--- src/rtl/fifo_wr_arbiter_pkg.sv ---
// Shared types and helpers for the round-robin FIFO write-port arbiter (package fifo_arb_pkg).
// The search function works on a 16-bit request vector; narrower callers zero-extend.
package fifo_arb_pkg;

   typedef enum logic {ARB_IDLE = 1'b0, ARB_BUSY = 1'b1} arb_state_e;

   localparam int MAX_REQ  = 16;
   localparam int MAX_ID_W = 4;

   function automatic int id_width(input int n);
      return (n <= 2) ? 1 : $clog2(n);
   endfunction

   typedef struct packed {
      logic                found;
      logic [MAX_ID_W-1:0] idx;
   } pick_t;

   // Unused upper request bits are zero, so a mod-16 walk from ptr < NUM_REQ
   // visits the real requesters in the same order as a mod-NUM_REQ walk.
   function automatic pick_t rr_pick(input logic [MAX_REQ-1:0] req,
                                     input logic [MAX_ID_W-1:0] ptr);
      pick_t               res;
      logic [MAX_ID_W-1:0] j;
      res = '0;
      for (int i = MAX_REQ - 1; i >= 0; i--) begin
         j = ptr + MAX_ID_W'(i);
         if (req[j]) begin
            res.found = 1'b1;
            res.idx   = j;
         end
      end
      return res;
   endfunction

endpackage

--- src/rtl/fifo_wr_arbiter_if.sv ---
// Requester, FIFO-write and status signals of the arbiter. slave = arbiter view, master = environment.
// Handshake: beat i moves in a cycle where req_valid[i] & req_ready[i]; winc marks the same beat.
interface fifo_wr_arbiter_if #(
   parameter int NUM_REQ   = 4,
   parameter int DATA_SIZE = 8
);
   localparam int ID_W = fifo_arb_pkg::id_width(NUM_REQ);

   logic [NUM_REQ-1:0]           req_valid;
   logic [NUM_REQ*DATA_SIZE-1:0] req_data;
   logic [NUM_REQ-1:0]           req_last;
   logic [NUM_REQ-1:0]           req_ready;
   logic                         wfull;
   logic                         winc;
   logic [DATA_SIZE-1:0]         wdata;
   logic [ID_W-1:0]              gnt_id;
   logic                         busy;

   modport slave (
      input  req_valid, req_data, req_last, wfull,
      output req_ready, winc, wdata, gnt_id, busy
   );

   modport master (
      output req_valid, req_data, req_last, wfull,
      input  req_ready, winc, wdata, gnt_id, busy
   );
endinterface

--- src/rtl/fifo_wr_arbiter_rr_pick_core.sv ---
// Combinational rotate-and-priority search: first set request at or after ptr, wrapping.
module rr_pick_core
   import fifo_arb_pkg::*;
#(
   parameter  int NUM_REQ = 4,
   localparam int ID_W    = id_width(NUM_REQ)
) (
   input  logic [NUM_REQ-1:0] req,
   input  logic [ID_W-1:0]    ptr,
   output logic               found,
   output logic [ID_W-1:0]    idx
);
   pick_t pick;

   assign pick  = rr_pick(MAX_REQ'(req), MAX_ID_W'(ptr));
   assign found = pick.found;
   assign idx   = pick.idx[ID_W-1:0];
endmodule

--- src/rtl/fifo_wr_arbiter.sv ---
// Round-robin arbiter driving one async-FIFO write port from NUM_REQ requesters (wclk domain).
// Define FIFO_WR_ARB_PKT_LOCK_EN to hold the grant until the last beat of a packet.
module fifo_wr_arbiter
   import fifo_arb_pkg::*;
#(
   parameter int NUM_REQ   = 4,
   parameter int DATA_SIZE = 8
) (
   input logic            wclk,
   input logic            wrst,
   fifo_wr_arbiter_if.slave bus
);
   localparam int ID_W = id_width(NUM_REQ);

   arb_state_e      state_q, state_d;
   logic [ID_W-1:0] owner_q, owner_d;
   logic [ID_W-1:0] rr_ptr_q, rr_ptr_d;
   logic [ID_W-1:0] next_ptr, search_ptr, pick_idx;
   logic            pick_found;
   logic            own_valid;
   logic            xfer;
   logic            release_own;

   always_comb begin
      if (int'(owner_q) == NUM_REQ - 1) next_ptr = '0;
      else                              next_ptr = owner_q + 1'b1;
   end

   // A release re-arbitrates from owner+1 in the same cycle, so one search serves both states.
   assign search_ptr = (state_q == ARB_BUSY) ? next_ptr : rr_ptr_q;

   rr_pick_core #(.NUM_REQ(NUM_REQ)) u_pick (
      .req   (bus.req_valid),
      .ptr   (search_ptr),
      .found (pick_found),
      .idx   (pick_idx)
   );

   always_comb begin
      state_d       = state_q;
      owner_d       = owner_q;
      rr_ptr_d      = rr_ptr_q;
      own_valid     = bus.req_valid[owner_q];
      xfer          = 1'b0;
      release_own   = 1'b0;
      bus.winc      = 1'b0;
      bus.req_ready = '0;
      bus.wdata     = bus.req_data[int'(owner_q)*DATA_SIZE +: DATA_SIZE];
      bus.busy      = 1'b0;
      bus.gnt_id    = owner_q;

      case (state_q)
         ARB_IDLE: begin
            if (pick_found) begin
               state_d = ARB_BUSY;
               owner_d = pick_idx;
            end
         end
         ARB_BUSY: begin
            bus.busy               = 1'b1;
            bus.req_ready[owner_q] = ~bus.wfull;
            xfer                   = own_valid & ~bus.wfull;
            bus.winc               = xfer;
`ifdef FIFO_WR_ARB_PKT_LOCK_EN
            release_own = xfer & bus.req_last[owner_q];
`else
            // A full FIFO freezes the owner even if it drops valid.
            release_own = xfer | (~own_valid & ~bus.wfull);
`endif
            if (release_own) begin
               rr_ptr_d = next_ptr;
               if (pick_found) owner_d = pick_idx;
               else            state_d = ARB_IDLE;
            end
         end
         default: state_d = ARB_IDLE;
      endcase

      if (wrst) begin
         bus.winc      = 1'b0;
         bus.req_ready = '0;
         bus.busy      = 1'b0;
         bus.gnt_id    = '0;
      end
   end

   always_ff @(posedge wclk) begin
      if (wrst) begin
         state_q  <= ARB_IDLE;
         owner_q  <= '0;
         rr_ptr_q <= '0;
      end else begin
         state_q  <= state_d;
         owner_q  <= owner_d;
         rr_ptr_q <= rr_ptr_d;
      end
   end
endmodule

--- src/flat_wrapper.sv ---
// flat-port wrapper written by rule: the top's interface ports become plain ports
module fifo_wr_arbiter_flat import fifo_arb_pkg::*;
#(
   parameter int NUM_REQ   = 4,
   parameter int DATA_SIZE = 8
)
  (wclk, wrst, bus_req_valid, bus_req_data, bus_req_last, bus_wfull, bus_req_ready, bus_winc, bus_wdata, bus_gnt_id, bus_busy);
  fifo_wr_arbiter_if #(.NUM_REQ(NUM_REQ), .DATA_SIZE(DATA_SIZE)) bus_i ();
  input logic wclk;
  input logic wrst;
  input wire logic [$bits(bus_i.req_valid)-1:0] bus_req_valid;
  input wire logic [$bits(bus_i.req_data)-1:0] bus_req_data;
  input wire logic [$bits(bus_i.req_last)-1:0] bus_req_last;
  input wire logic [$bits(bus_i.wfull)-1:0] bus_wfull;
  output wire logic [$bits(bus_i.req_ready)-1:0] bus_req_ready;
  output wire logic [$bits(bus_i.winc)-1:0] bus_winc;
  output wire logic [$bits(bus_i.wdata)-1:0] bus_wdata;
  output wire logic [$bits(bus_i.gnt_id)-1:0] bus_gnt_id;
  output wire logic [$bits(bus_i.busy)-1:0] bus_busy;
  assign bus_i.req_valid = bus_req_valid;
  assign bus_i.req_data = bus_req_data;
  assign bus_i.req_last = bus_req_last;
  assign bus_i.wfull = bus_wfull;
  assign bus_req_ready = bus_i.req_ready;
  assign bus_winc = bus_i.winc;
  assign bus_wdata = bus_i.wdata;
  assign bus_gnt_id = bus_i.gnt_id;
  assign bus_busy = bus_i.busy;
  fifo_wr_arbiter #(.NUM_REQ(NUM_REQ), .DATA_SIZE(DATA_SIZE)) u_core (.wclk(wclk), .wrst(wrst), .bus(bus_i));
endmodule
--- config.mk ---
export PLATFORM = sky130hd
export DESIGN_NAME = fifo_wr_arbiter_flat
export DESIGN_NICKNAME = d
export VERILOG_FILES = /design/src/rtl/fifo_wr_arbiter_pkg.sv /design/src/rtl/fifo_wr_arbiter_if.sv /design/src/rtl/fifo_wr_arbiter_rr_pick_core.sv /design/src/rtl/fifo_wr_arbiter.sv /design/src/flat_wrapper.sv
export SDC_FILE = /design/constraint.sdc
export NUM_CORES = 1
export LEC_CHECK = 0
export ABC_AREA = 1
export CORE_MARGIN = 2
export CORE_UTILIZATION = 30
export DETAILED_ROUTE_END_ITERATION = 8
export GPL_TIMING_DRIVEN = 1
export PLACE_DENSITY = 0.68
export SKIP_LAST_GASP = 1
export SYNTH_ARGS = -nofsm -noshare
export SYNTH_HDL_FRONTEND = slang
export SYNTH_SLANG_ARGS = --single-unit
export TNS_END_PERCENT = 30
--- constraint.sdc ---
create_clock -name wclk -period 2.44 [get_ports wclk]
set_clock_uncertainty 0.1 [all_clocks]
set_input_delay 0.61 -clock wclk [delete_from_list [all_inputs] [get_ports wclk]]
set_output_delay 0.61 -clock wclk [all_outputs]
set_load 0.01 [all_outputs]
; Word-level counts from Yosys, hierarchy flattened
; Cells that the tools add are included.
[word_totals]
output_inout_bits = 16
regBits = 5
inputBits = 43
[op_classes]
order_cmp = 18
shifts = 1
n_addsub = 16
n_reduce_logical = 2
bitwise_logic = 7
mux = 67
n_eq_ne = 2
[ops]
columns = cell, n
row1 = 5-bit 2-to-1 mux, 16
row2 = 1-bit binary-select mux with 4-bit select, 15
row3 = "4-bit by 5-bit less-than comparator with 1-bit output, second input constant", 12
row4 = 32-bit by 6-bit indexed part select with 8-bit output, 1
row5 = 1-bit 2-to-1 mux, 24
row6 = "2-bit by 3-bit adder with 4-bit output, second input constant", 4
row7 = "2-bit by 4-bit adder with 4-bit output, second input constant", 4
row8 = "3-bit by 5-bit less-than comparator with 1-bit output, second input constant", 3
row9 = 2-bit 2-to-1 mux, 5
row10 = "3-bit by 3-bit adder with 4-bit output, second input constant", 2
row11 = 4-bit 2-to-1 mux, 2
row12 = "2-bit by 2-bit adder with 3-bit output, second input constant", 2
row13 = "2-bit by 5-bit less-than comparator with 1-bit output, second input constant", 1
row14 = "3-bit by 1-bit adder with 4-bit output, second input constant", 1
row15 = "3-bit by 2-bit adder with 4-bit output, second input constant", 1
row16 = 4-bit bitwise AND, 1
row17 = 1-bit binary-select mux with 2-bit select, 2
row18 = 2-bit one-hot mux with 2 select lines, 1
row19 = "2-bit by 1-bit adder with 3-bit output, second input constant", 1
row20 = "2-bit by 3-bit less-than comparator with 1-bit output, second input constant", 1
row21 = 1-bit inverter, 3
row22 = "2-bit by 1-bit adder with 2-bit output, second input constant", 1
row23 = 1-bit bitwise AND, 2
row24 = 1-bit demux with 2-bit select, 1
row25 = other kinds (7), 7

; Logic depth before layout (Yosys ltp)
; Gate-level depths: netlist of run 1.
[depth]
word_depth = 25
ltp_mapped = 18

; Hierarchy
; A second synthesis of run 1 with hierarchy kept.
[hier_totals]
cells_unflattened = 171
area_unflattened_um2 = 952.2
[modules_own_cells]
columns = module, cells_each, instances, seq_area_each_um2, area_per_inst_um2
row1 = fifo_wr_arbiter, 114, 1, 100.1, 643.1
row2 = rr_pick_core, 57, 1, 0.0, 309.0

; Least setup slack after synthesis of run 1
; No wires, ideal clock.
[synth_timing]
path_type = register to register
startpoint = register u_core.owner_q[1]
endpoint = register u_core.owner_q[1]
n_path_buf = 2
synth_period_minus_slack_ns = 2.199
required_ns = 2.227
arrival_time_ns = 1.987
stages_incl_launch_ff = 17
slack_ns = 0.241
cell_sequence = dfxtp_1 > clkbuf_1 > inv_1 > clkbuf_1 > ha_1 > inv_1 > nand2_1 > nand2_1 > nand2_4 > nand2_4 > nand2_2 > nand3_4 > nand4_2 > nand2_2 > nand2_1 > nand2_1 > nor2_1
[synth_via]
elab_chain_len = 25
word_cells_on_any_way = 77
classes_between = add/sub (16) / eq/ne (2) / mux (55) / bitwise (4)
[synth_lines]
columns = element, line_no
row1 = "start, declared", fifo_wr_arbiter.sv:16  ; logic [ID_W-1:0] owner_q, owner_d;
row2 = "start signal, assigned", fifo_wr_arbiter.sv:94  ; owner_q <= owner_d;
row3 = 2-bit by 1-bit adder with 2-bit output or 2-bit by 1-bit equality test with 1-bit output (tied branches), "fifo_wr_arbiter.sv:26, fifo_wr_arbiter.sv:25"
row4 = 2-bit 2-to-1 mux (*), fifo_wr_arbiter.sv:25  ; if (int'(owner_q) == NUM_REQ - 1) next_ptr = '0;
row5 = named net u_core.next_ptr[1], fifo_wr_arbiter.sv:18  ; logic [ID_W-1:0] next_ptr, search_ptr, pick_idx;
row6 = 2-bit 2-to-1 mux (*), fifo_wr_arbiter.sv:30  ; assign search_ptr = (state_q == ARB_BUSY) ? next_ptr : rr_ptr_q;
row7 = 3-bit by 1-bit adder with 4-bit output, fifo_wr_arbiter_pkg.sv:27  ; j = ptr + MAX_ID_W'(i);
row8 = 1-bit binary-select mux with 4-bit select, fifo_wr_arbiter_pkg.sv:28  ; if (req[j]) begin
row9 = 1-bit 2-to-1 mux (not written as such), fifo_wr_arbiter_pkg.sv:28
row10 = 5-bit 2-to-1 mux (15 in a row), fifo_wr_arbiter_pkg.sv:28
row11 = 5-bit 2-to-1 mux (*), fifo_wr_arbiter_pkg.sv:28
row12 = 2-bit 2-to-1 mux (*), "fifo_wr_arbiter.sv:54, fifo_wr_arbiter.sv:72"
row13 = 2-bit 2-to-1 mux, fifo_wr_arbiter.sv:70  ; if (release_own) begin
row14 = 2-bit one-hot mux with 2 select lines (*), fifo_wr_arbiter.sv:52  ; case (state_q)
; The timed path passes the listed nets; every way through them passes the cells marked *. The select of a mux whose other input is x is not followed.
; A chain may end at the register's enable or synchronous reset.

; Worst setup path in the final report of run 1
[layout_timing]
startpoint = input port bus_req_data[14]
endpoint = output port bus_wdata[6]
[layout_via]
elab_chain_len = 1
[layout_lines]
columns = element, line_no
row1 = "start, declared", flat_wrapper.sv:12  ; input wire logic [$bits(bus_i.req_data)-1:0] bus_req_data;
row2 = 32-bit by 6-bit indexed part select with 8-bit output, fifo_wr_arbiter.sv:48  ; bus.wdata = bus.req_data[int'(owner_q)*DATA_SIZE +: DATA_SIZE];
row3 = "end, declared", flat_wrapper.sv:17  ; output wire logic [$bits(bus_i.wdata)-1:0] bus_wdata;
; No other way between the ends.

==> results of run 1 <==
## cell usage in the layout, fill, tap and decap left out, types with 2 or more instances in the layout
| cell | netlist | final |
|---|---|---|
| clkdlybuf4s50_1 | 0 | 46 |
| nand2_1 | 37 | 36 |
| nor2_1 | 31 | 30 |
| o21ai_0 | 21 | 21 |
| inv_1 | 20 | 20 |
| nand3_1 | 17 | 17 |
| buf_4 | 0 | 13 |
| o22ai_1 | 8 | 8 |
| nand2_2 | 5 | 6 |
| a21oi_1 | 5 | 5 |
| nand2_4 | 5 | 5 |
| dfxtp_1 | 5 | 5 |
| ha_1 | 4 | 4 |
| dlymetal6s2s_1 | 0 | 4 |
| dlygate4sd2_1 | 0 | 4 |
| clkbuf_4 | 0 | 3 |
| nor2_2 | 1 | 2 |
## worst reg2reg max path: cells and delay by family, from the launching register on
kind	cells	cell delay, ns
simple gates	11	0.93
buf+inv	2	0.32
fa+ha+maj	1	0.31
flops	1	0.30
## routing by layer
| metal | track usage (%) | share of wire, % |
|---|---|---|
| met1 | 24.87 | 50 |
| met2 | 31.52 | 46 |
| met5 | 0 | 0 |
| met4 | 3.810 | 0.63 |
| met3 | 1.515 | 2.5 |
## state kept, by name, summed over array words and instances, names as in the netlist
signal           flops
u_core.state_q       1
u_core.rr_ptr_q      2
u_core.owner_q       2
## cell families (layout without fill, tap and decap cells)
kind of cell	Yosys count	count (layout)	synth area share [%]
flip-flops	5	5	10.61
buffers and inverters	28	93	12.20
AO/OA/AOI/OAI	35	35	19.63
AND/OR/NAND/NOR	102	102	52.25
adder cells (fa/ha/maj)	4	4	5.305
## cell type report
class | instances | share of cell area, %
clock buffers | 4 | 1.599
repair buffers | 67 | 39.15
flip-flops and latches | 5 | 6.093
well taps | 44 | 3.351
multi-input cells | 141 | 44.63
inverters | 22 | 5.179
## worst paths after layout
check | cells after the start | to | startpoint | slack (ns)
worst max-delay path | 4 | bus_wdata[6] | bus_req_data[14] | -0.12
worst min-delay path | 2 | u_core.rr_ptr_q[0] | u_core.rr_ptr_q[0] | 0.44
worst max register to register | 14 | u_core.owner_q[1] | u_core.owner_q[1] | 0.38
worst min register to register | 2 | u_core.rr_ptr_q[0] | u_core.rr_ptr_q[0] | 0.44
## report_power, final
part           internal, mW  switching [mW]
Clock                0.0621          0.0387
Combinational         0.480           0.623
Sequential            0.105          0.0174
Total                 0.647           0.679
## timing repair
item,CTS,global route
endpoints found under the hold margin,0,0
gates cloned,0,0
setup endpoints to repair,16,16
gates resized for setup,6,4
pin swaps,0,1
## metrics by stage
stage / hold WS (ns) / setup WS (ns) / TNS [ns] / util (%) / cells
2_1_floorplan: 0.3955 / 0.2407 / 0 / - / 174
3_3_place_gp: 0.4198 / -0.3438 / -2.835 / 53.06 / 279
3_5_place_dp: 0.4306 / -0.3446 / -2.925 / 53.06 / 279
4_1_cts: 0.4365 / -0.2534 / -1.796 / 53.93 / 283
5_1_grt: 0.4659 / -0.1868 / -1.533 / 54.26 / 283
6_report: 0.4358 / -0.1213 / -0.9677 / 54.26 / 283
==> summary.txt, run 1 <==
Worst slew pin tran: 0.3020 ns
Slew HR: 79.85%
Ratio of cells with drive above 1 in the final layout: 14.23%
Critical Path AT: 1.85 ns
Number of max-cap violations: 0
Final setup fails: 9
Worst path max stage delay: 0.57 ns
Worst vdd ir: 0.3311 mV
Most frequent cells after synthesis: nand2_1, nor2_1, o21ai_0
# nets final: 287
Mapped Cells: 174
# port buffers: 54
Inserted Diodes: 0
Pwr Density: 807.2 mW/mm^2
Startpoint types: input port
Worst Path Buf+Inv: 2
IO Pins: 59
Yosys top cell by area: nand2_1
Final hold violation count: 0
Worst-path fanout max: 1
Cells along the critical path: clkdlybuf4s50_1, o21ai_0, o22ai_1, clkdlybuf4s50_1
Post-synth EDFFs: 0
Die W: 60.08 microns
Most common cell on crit path: clkdlybuf4s50_1
Post-Syn Nets: 221
Top post-synthesis cells by area: nand2_1, nor2_1, o21ai_0
Ys flop type: dfxtp_1
CP top delay family: buffers and inverters
Via count: 1254
Failing checks: setup timing
Fraction of registers with async set/reset: 0%
Sequential share of the synthesized area: 10.61%
DR WL/cell: 10.71 microns
Number of global-route vias before repair: 1193
Cell Area, Placed: 0.001607 sq mm
Hold/Removal Path Class: flop to flop
Crit path kind: input port to output pin
Crit. End Element: output pin
Initial antenna violation count: 0
First-pass GRT wire length: 5175 microns
Worst-Skew Late Latency: 0.25 ns
Initial core utilization: 31.16%
Num CTS Buffers: 3
Distinct cells, synth: 23
Via density: 4.431
Largest net degree at the start of global routing: 19
Clk sink count: 5
Tmin final: 2.561 ns
Most numerous cell in the Yosys netlist: nand2_1
Final Power: 1.326 mW
Multi-input logic area: 733.2 sq um
Max Root-Sink Buffers: 2
Run status: complete, but fails checks
RSZ-0062 raised after global routing: yes
Max-slew violation count: 0
Syn. warnings: 0
Row count: 20
Static leakage: 0.8600 nW
Slowest CP cell: clkdlybuf4s50_1
Fraction of synthesized cell area taken by the top area cell type: 14.72%
Syn avg cell area: 5.422 sq um
Mapped Area: 943.4 sq um
Post-Route WL: 3032 microns
Routability Congestion: 0.8582
DRC violations left: 0
Total grt overflow: 0
CTS tree: yes
Synth-to-layout area growth: 74.14%
Die ar.: 0.003609 sq mm
Seq. cell area: 100.1 sq um
Core area: 0.003028 sq mm
Initial DRC Count: 39
Required time of the worst setup path: 1.73 ns
Die height: 60.08 microns
Tcrit/Tclk final: 105.0%
Register clock-pin slew on the reported worst setup and hold paths: 0.04 ns
Hpwl dp: 2515 microns
FILL cells: 299
Root buffer cell: clkbuf_4
Setup ws final: -0.1213 ns
Post-route ant nets: 0
Final instance area: 0.001643 sq mm
First-pass DRT Iterations: 4
FF+latch count, synth: 5
Fmax: 390.4 MHz
Max H-tree Level: 1
Gr usage total: 18.35%
Setup bufs post-CTS: 0
CTS hold repair buffers: 0
Power figures use the tool's default switching activity.
==> inputs of run 2 (changes only) <==
Settings changed: CORE_UTILIZATION 30 to 37, PLACE_DENSITY 0.68 to 0.81.
==> summary.txt, run 2 (same netlist as run 1, synthesis figures left out) <==
Most common cell after layout, fill and taps aside: clkdlybuf4s50_1
CTS hold repair buffers: 0
Clk sink count: 5
Setup bufs post-CTS: 0
Worst vdd ir: 0.5945 mV
Number of max-cap violations: 0
Post-Route WL: 2968 microns
Net Sw Frac: 51.38%
Commonest non-fill, non-tap cells in the layout: clkdlybuf4s50_1, nand2_1, nor2_1
Tmin final: 2.567 ns
Worst Reg2Reg Path Length in Cells: 14
Required time of the worst setup path: 1.73 ns
RSZ-0062 raised after global routing: yes
DR WL/cell: 10.99 microns
Root buffer cell: clkbuf_4
Initial antenna violation count: 0
Tcrit/Tclk final: 105.2%
Number of cells on the critical path: 4
Row count: 18
Cells along the critical path: clkdlybuf4s50_1, o21ai_0, o22ai_1, clkdlybuf4s50_1
Worst hold slack: 0.4301 ns
Run status: complete, but fails checks
Max-slew violation count: 0
Worst-path fanout max: 1
Total grt overflow: 0
R2R Path End: u_core.owner_q[1]
Core area: 0.002455 sq mm
Ratio of cells with drive above 1 in the final layout: 15.00%
Slowest CP cell: clkdlybuf4s50_1
Seq pwr share: 9.3%
Die W: 54.50 microns
Initial core utilization: 38.43%
Worst path max stage delay: 0.56 ns
Number of global-route vias before repair: 1186
Critical Path AT: 1.86 ns
Placed Cells: 266
Synth-to-layout area growth: 73.21%
CP top delay family: buffers and inverters
Final cell count without fillers: 270
CTS tree: yes
Post-route ant nets: 0
Final setup fails: 9
Largest registers: u_core.owner_q (2), u_core.rr_ptr_q (2), u_core.state_q (1)
FILL cells: 240
# port buffers: 54
Internal power: 0.6388 mW
Num CTS Buffers: 3
Crit path kind: input port to output pin
Worst slew pin tran: 0.3725 ns
Pwr Density: 803.9 mW/mm^2
Initial DRC Count: 22
Gr usage total: 22.31%
Most common cell on crit path: clkdlybuf4s50_1
Final hold violation count: 0
Failing checks: setup timing
Reg2Reg Setup Slack: 0.30 ns
Worst-Skew Late Latency: 0.25 ns
Worst Setup SP: bus_req_data[23]
Startpoint types: input port
Hpwl dp: 2423 microns
Setup ws final: -0.1269 ns
Combinational share of power: 83.1%
Hold/Removal Path Class: flop to flop
Routability Congestion: 0.7909
Die height: 54.50 microns
Max H-tree Level: 1
IO Pins: 59
R2R Path Start: u_core.owner_q[1]
Register clock-pin slew on the reported worst setup and hold paths: 0.05 ns
CP endpoint: bus_wdata[7]
Largest net degree at the start of global routing: 21
First-pass DRT Iterations: 4
Static leakage: 0.8622 nW
Fmax: 389.6 MHz
Switch Pwr: 0.6749 mW
DRC violations left: 0
Via count: 1296
Inserted Diodes: 0
# nets final: 288
Via density: 4.800
Worst Path Buf+Inv: 2
Clk network pwr share: 7.6%
Crit. End Element: output pin
Max Root-Sink Buffers: 2
Die ar.: 0.002970 sq mm
First-pass GRT wire length: 4981 microns
Slew HR: 75.14%
## run 2: cell count changes in the layout (fill, tap and decap cells not counted), sizes merged
cell	change
buf	+1
clkbuf	-1
clkinv	+1
## run 2: layout make-up
class | count | area, sq um | share of cell area (%)
multi-input combinational | 141 | 733.2 | 44.87
timing repair buffer | 68 | 650.6 | 39.82
sequential | 5 | 100.1 | 6.126
inverter | 22 | 85.08 | 5.207
tap | 30 | 37.54 | 2.297
clock buffer | 3 | 22.52 | 1.378
clock inverter | 1 | 5.005 | 0.3063
## run 2: worst reg2reg max path: stages (launching register included)
cell	delay, ns
dfxtp_1	0.30
inv_1	0.28
ha_1	0.33
inv_1	0.08
nand2_1	0.05
nand2_1	0.14
nand2_4	0.10
nand2_4	0.08
nand2_2	0.07
nand3_4	0.10
nand4_2	0.14
nand2_2	0.11
nand2_1	0.05
nand2_1	0.06
nor2_1	0.04
## run 2: what timing repair did
action,CTS,global route
hold endpoints to repair,0,0
cloned,0,0
pin swaps,0,1
endpoints found under the setup margin,16,16
resized for setup,6,4
## run 2: power groups by stage
stage                     logic [mW]  registers [mW]  clock network (mW)
after floorplan                0.715           0.124                   0
after global placement          1.09           0.123                   0
after detailed placement        1.10           0.124                   0
after CTS                       1.10           0.122               0.104
after global routing            1.24           0.124               0.109
final                           1.09           0.122              0.0994
## run 2: worst min-delay path by stage
stage,depth (start not counted),slack (ns),startpoint,endpoint
after CTS,2,0.43,u_core.rr_ptr_q[0],u_core.rr_ptr_q[0]
after global placement,2,0.42,u_core.rr_ptr_q[0],u_core.rr_ptr_q[0]
after global routing,2,0.47,u_core.rr_ptr_q[0],u_core.rr_ptr_q[0]
final,2,0.43,u_core.rr_ptr_q[0],u_core.rr_ptr_q[0]
after floorplan,2,0.40,u_core.rr_ptr_q[0],u_core.rr_ptr_q[0]
after detailed placement,2,0.42,u_core.rr_ptr_q[0],u_core.rr_ptr_q[0]
## run 2: stage by stage
step | TNS (ns) | utilization, % | power (mW) | setup slack, ns | cell area [sq um]
floorplan | 0 | - | 0.8391 | 0.2407 | 943.4
global placement | -2.557 | 65.04 | 1.212 | -0.3521 | 1597
detailed placement | -2.581 | 65.04 | 1.221 | -0.3291 | 1597
CTS | -1.661 | 66.16 | 1.327 | -0.2002 | 1624
finish | -0.9365 | 66.56 | 1.314 | -0.1269 | 1634
global route | -1.717 | 66.56 | 1.470 | -0.2056 | 1634
## run 2: per-layer routing
| layer | up-vias | routed length, microns | GRT usage [%] |
|---|---|---|---|
| met5 | - | 0 | 0 |
| met4 | 0 | 38 | 6.667 |
| met3 | 4 | 132 | 3.552 |
| met2 | 37 | 1476 | 39.76 |
| met1 | 555 | 1319 | 27.20 |
| li1 | 700 | - | - |
==> inputs of run 3 (changes only) <==
--- a/config.mk
+++ b/config.mk
@@ -13,4 +13,5 @@
 export PLACE_DENSITY = 0.81
 export SKIP_LAST_GASP = 1
+export SLEW_MARGIN = 10
 export SYNTH_ARGS = -nofsm -noshare
 export SYNTH_HDL_FRONTEND = slang
--- a/constraint.sdc
+++ b/constraint.sdc
@@ -3,3 +3,3 @@
 set_input_delay 0.61 -clock wclk [delete_from_list [all_inputs] [get_ports wclk]]
 set_output_delay 0.61 -clock wclk [all_outputs]
-set_load 0.01 [all_outputs]
+set_load 0.005 [all_outputs]
==> summary.txt, run 3 (same netlist as run 1, synthesis figures left out) <==
Run status: complete, but fails checks
Failing checks: setup timing
Worst slew pin tran: 0.3729 ns
Required time of the worst setup path: 1.73 ns
CTS tree: yes
First-pass DRT Iterations: 4
First-pass GRT wire length: 4698 microns
IO Pins: 59
Cells along the critical path: clkdlybuf4s50_1, nor2_2, buf_4, buf_4, clkdlybuf4s50_1
Static leakage: 0.8586 nW
Max-slew violation count: 0
Die W: 54.50 microns
Die ar.: 0.002970 sq mm
Final hold violation count: 0
Worst-Skew Late Latency: 0.25 ns
CP endpoint: bus_busy
Root buffer cell: clkbuf_4
Gr usage total: 21.51%
Most common cell after layout, fill and taps aside: clkdlybuf4s50_1
Largest registers: u_core.owner_q (2), u_core.rr_ptr_q (2), u_core.state_q (1)
Cell Area, Placed: 0.001582 sq mm
Crit. End Element: output pin
Core area: 0.002455 sq mm
# nets final: 290
Num CTS Buffers: 3
Worst-path fanout max: 2
Hold wc startpoint: u_core.rr_ptr_q[0]
Hold/Removal Path Class: flop to flop
Initial core utilization: 38.43%
CP top delay family: buffers and inverters
Initial DRC Count: 44
Worst path max stage delay: 0.49 ns
Reg2Reg Setup Slack: 0.28 ns
Number of cells on the critical path: 5
Ratio of cells with drive above 1 in the final layout: 15.70%
Post-route ant nets: 0
Post-Route WL: 3100 microns
Via count: 1330
Startpoint types: input port
Inserted Diodes: 0
Placed Cells: 264
Final core utilization: 67.13%
Worst Path Buf+Inv: 4
RSZ-0062 raised after global routing: yes
DR WL/cell: 11.40 microns
R2R Path Start: u_core.owner_q[1]
# port buffers: 54
Tmin final: 2.618 ns
Critical Path AT: 1.91 ns
Max H-tree Level: 1
Number of max-cap violations: 0
Largest net degree at the start of global routing: 26
DRC violations left: 0
Pwr Density: 783.7 mW/mm^2
Die height: 54.50 microns
Hpwl dp: 2367 microns
Worst vdd ir: 0.5089 mV
Register clock-pin slew on the reported worst setup and hold paths: 0.04 ns
Clk sink count: 5
Final Power: 1.291 mW
Slowest CP cell: clkdlybuf4s50_1
Max Root-Sink Buffers: 2
R2R Path End: u_core.owner_q[0]
Row count: 18
Final instance area: 0.001648 sq mm
Synth-to-layout area growth: 74.67%
Final setup fails: 12
Fmax: 381.9 MHz
Commonest non-fill, non-tap cells in the layout: clkdlybuf4s50_1, nand2_1, nor2_1
Routability Congestion: 0.8091
Total grt overflow: 0
Worst Setup SP: wrst
Final cell count without fillers: 272
Slew HR: 75.11%
Worst Reg2Reg Path Length in Cells: 14
CTS hold repair buffers: 0
Tcrit/Tclk final: 107.3%
Via density: 4.890
Setup ws final: -0.1784 ns
Number of global-route vias before repair: 1075
Initial antenna violation count: 0
Crit path kind: input port to output pin
## run 3: cell types whose count changed in the layout (fill, tap and decap cells not counted)
cell,before,now
dlymetal6s2s_1,4,3
clkinv_2,1,0
clkbuf_1,0,1
buf_4,14,16
nor2_1,30,29
clkdlybuf4s50_1,46,47
nor2_2,2,3
## run 3: worst min-delay path by stage
stage,cells after the start,slack (ns),end
after floorplan,2,0.40,u_core.rr_ptr_q[0]
after global placement,2,0.42,u_core.rr_ptr_q[0]
after detailed placement,2,0.42,u_core.rr_ptr_q[0]
after CTS,2,0.43,u_core.rr_ptr_q[0]
after global routing,2,0.45,u_core.rr_ptr_q[0]
final,2,0.43,u_core.rr_ptr_q[0]
## run 3: per-stage QoR
step                      setup slack [ns]  TNS, ns  hold slack (ns)
final                              -0.1784   -1.097           0.4275
after global routing               -0.2270   -1.748           0.4497
after CTS                          -0.1415   -1.327           0.4267
after detailed placement           -0.2985   -2.107           0.4206
after global placement             -0.3161   -2.079           0.4161
after floorplan                     0.2407        0           0.3955
## run 3: layout make-up
class	instances	area [sq um]
clock buffers	4	26.28
fillers	221	807.0
inverters	22	85.08
multi-input cells	141	735.7
flip-flops and latches	5	100.1
well taps	30	37.54
repair buffers	70	663.1
## run 3: repair_timing
action | in CTS | in global routing
pin swaps | 2 | 2
gates resized for setup | 6 | 4
buffers inserted | 2 | 2
endpoints found under the setup margin | 16 | 13
## run 3: metal layers
layer	GRT usage, %	wire [microns]
met1	26.89	1303
met2	37.35	1578
met3	1.639	157
met4	9.583	61
met5	0	0
## run 3: power by group
group	total [mW]	switching (mW)	internal (mW)
registers	0.121	0.0159	0.105
clock network	0.0995	0.0374	0.0620
logic	1.07	0.599	0.472
total	1.29	0.653	0.639
## run 3: tightest hold or removal path, delay by kind of cell, from the launching register on
kind	cells	cell delay, ns
DFF	1	0.33
AOI/OAI and AO/OA	2	0.15
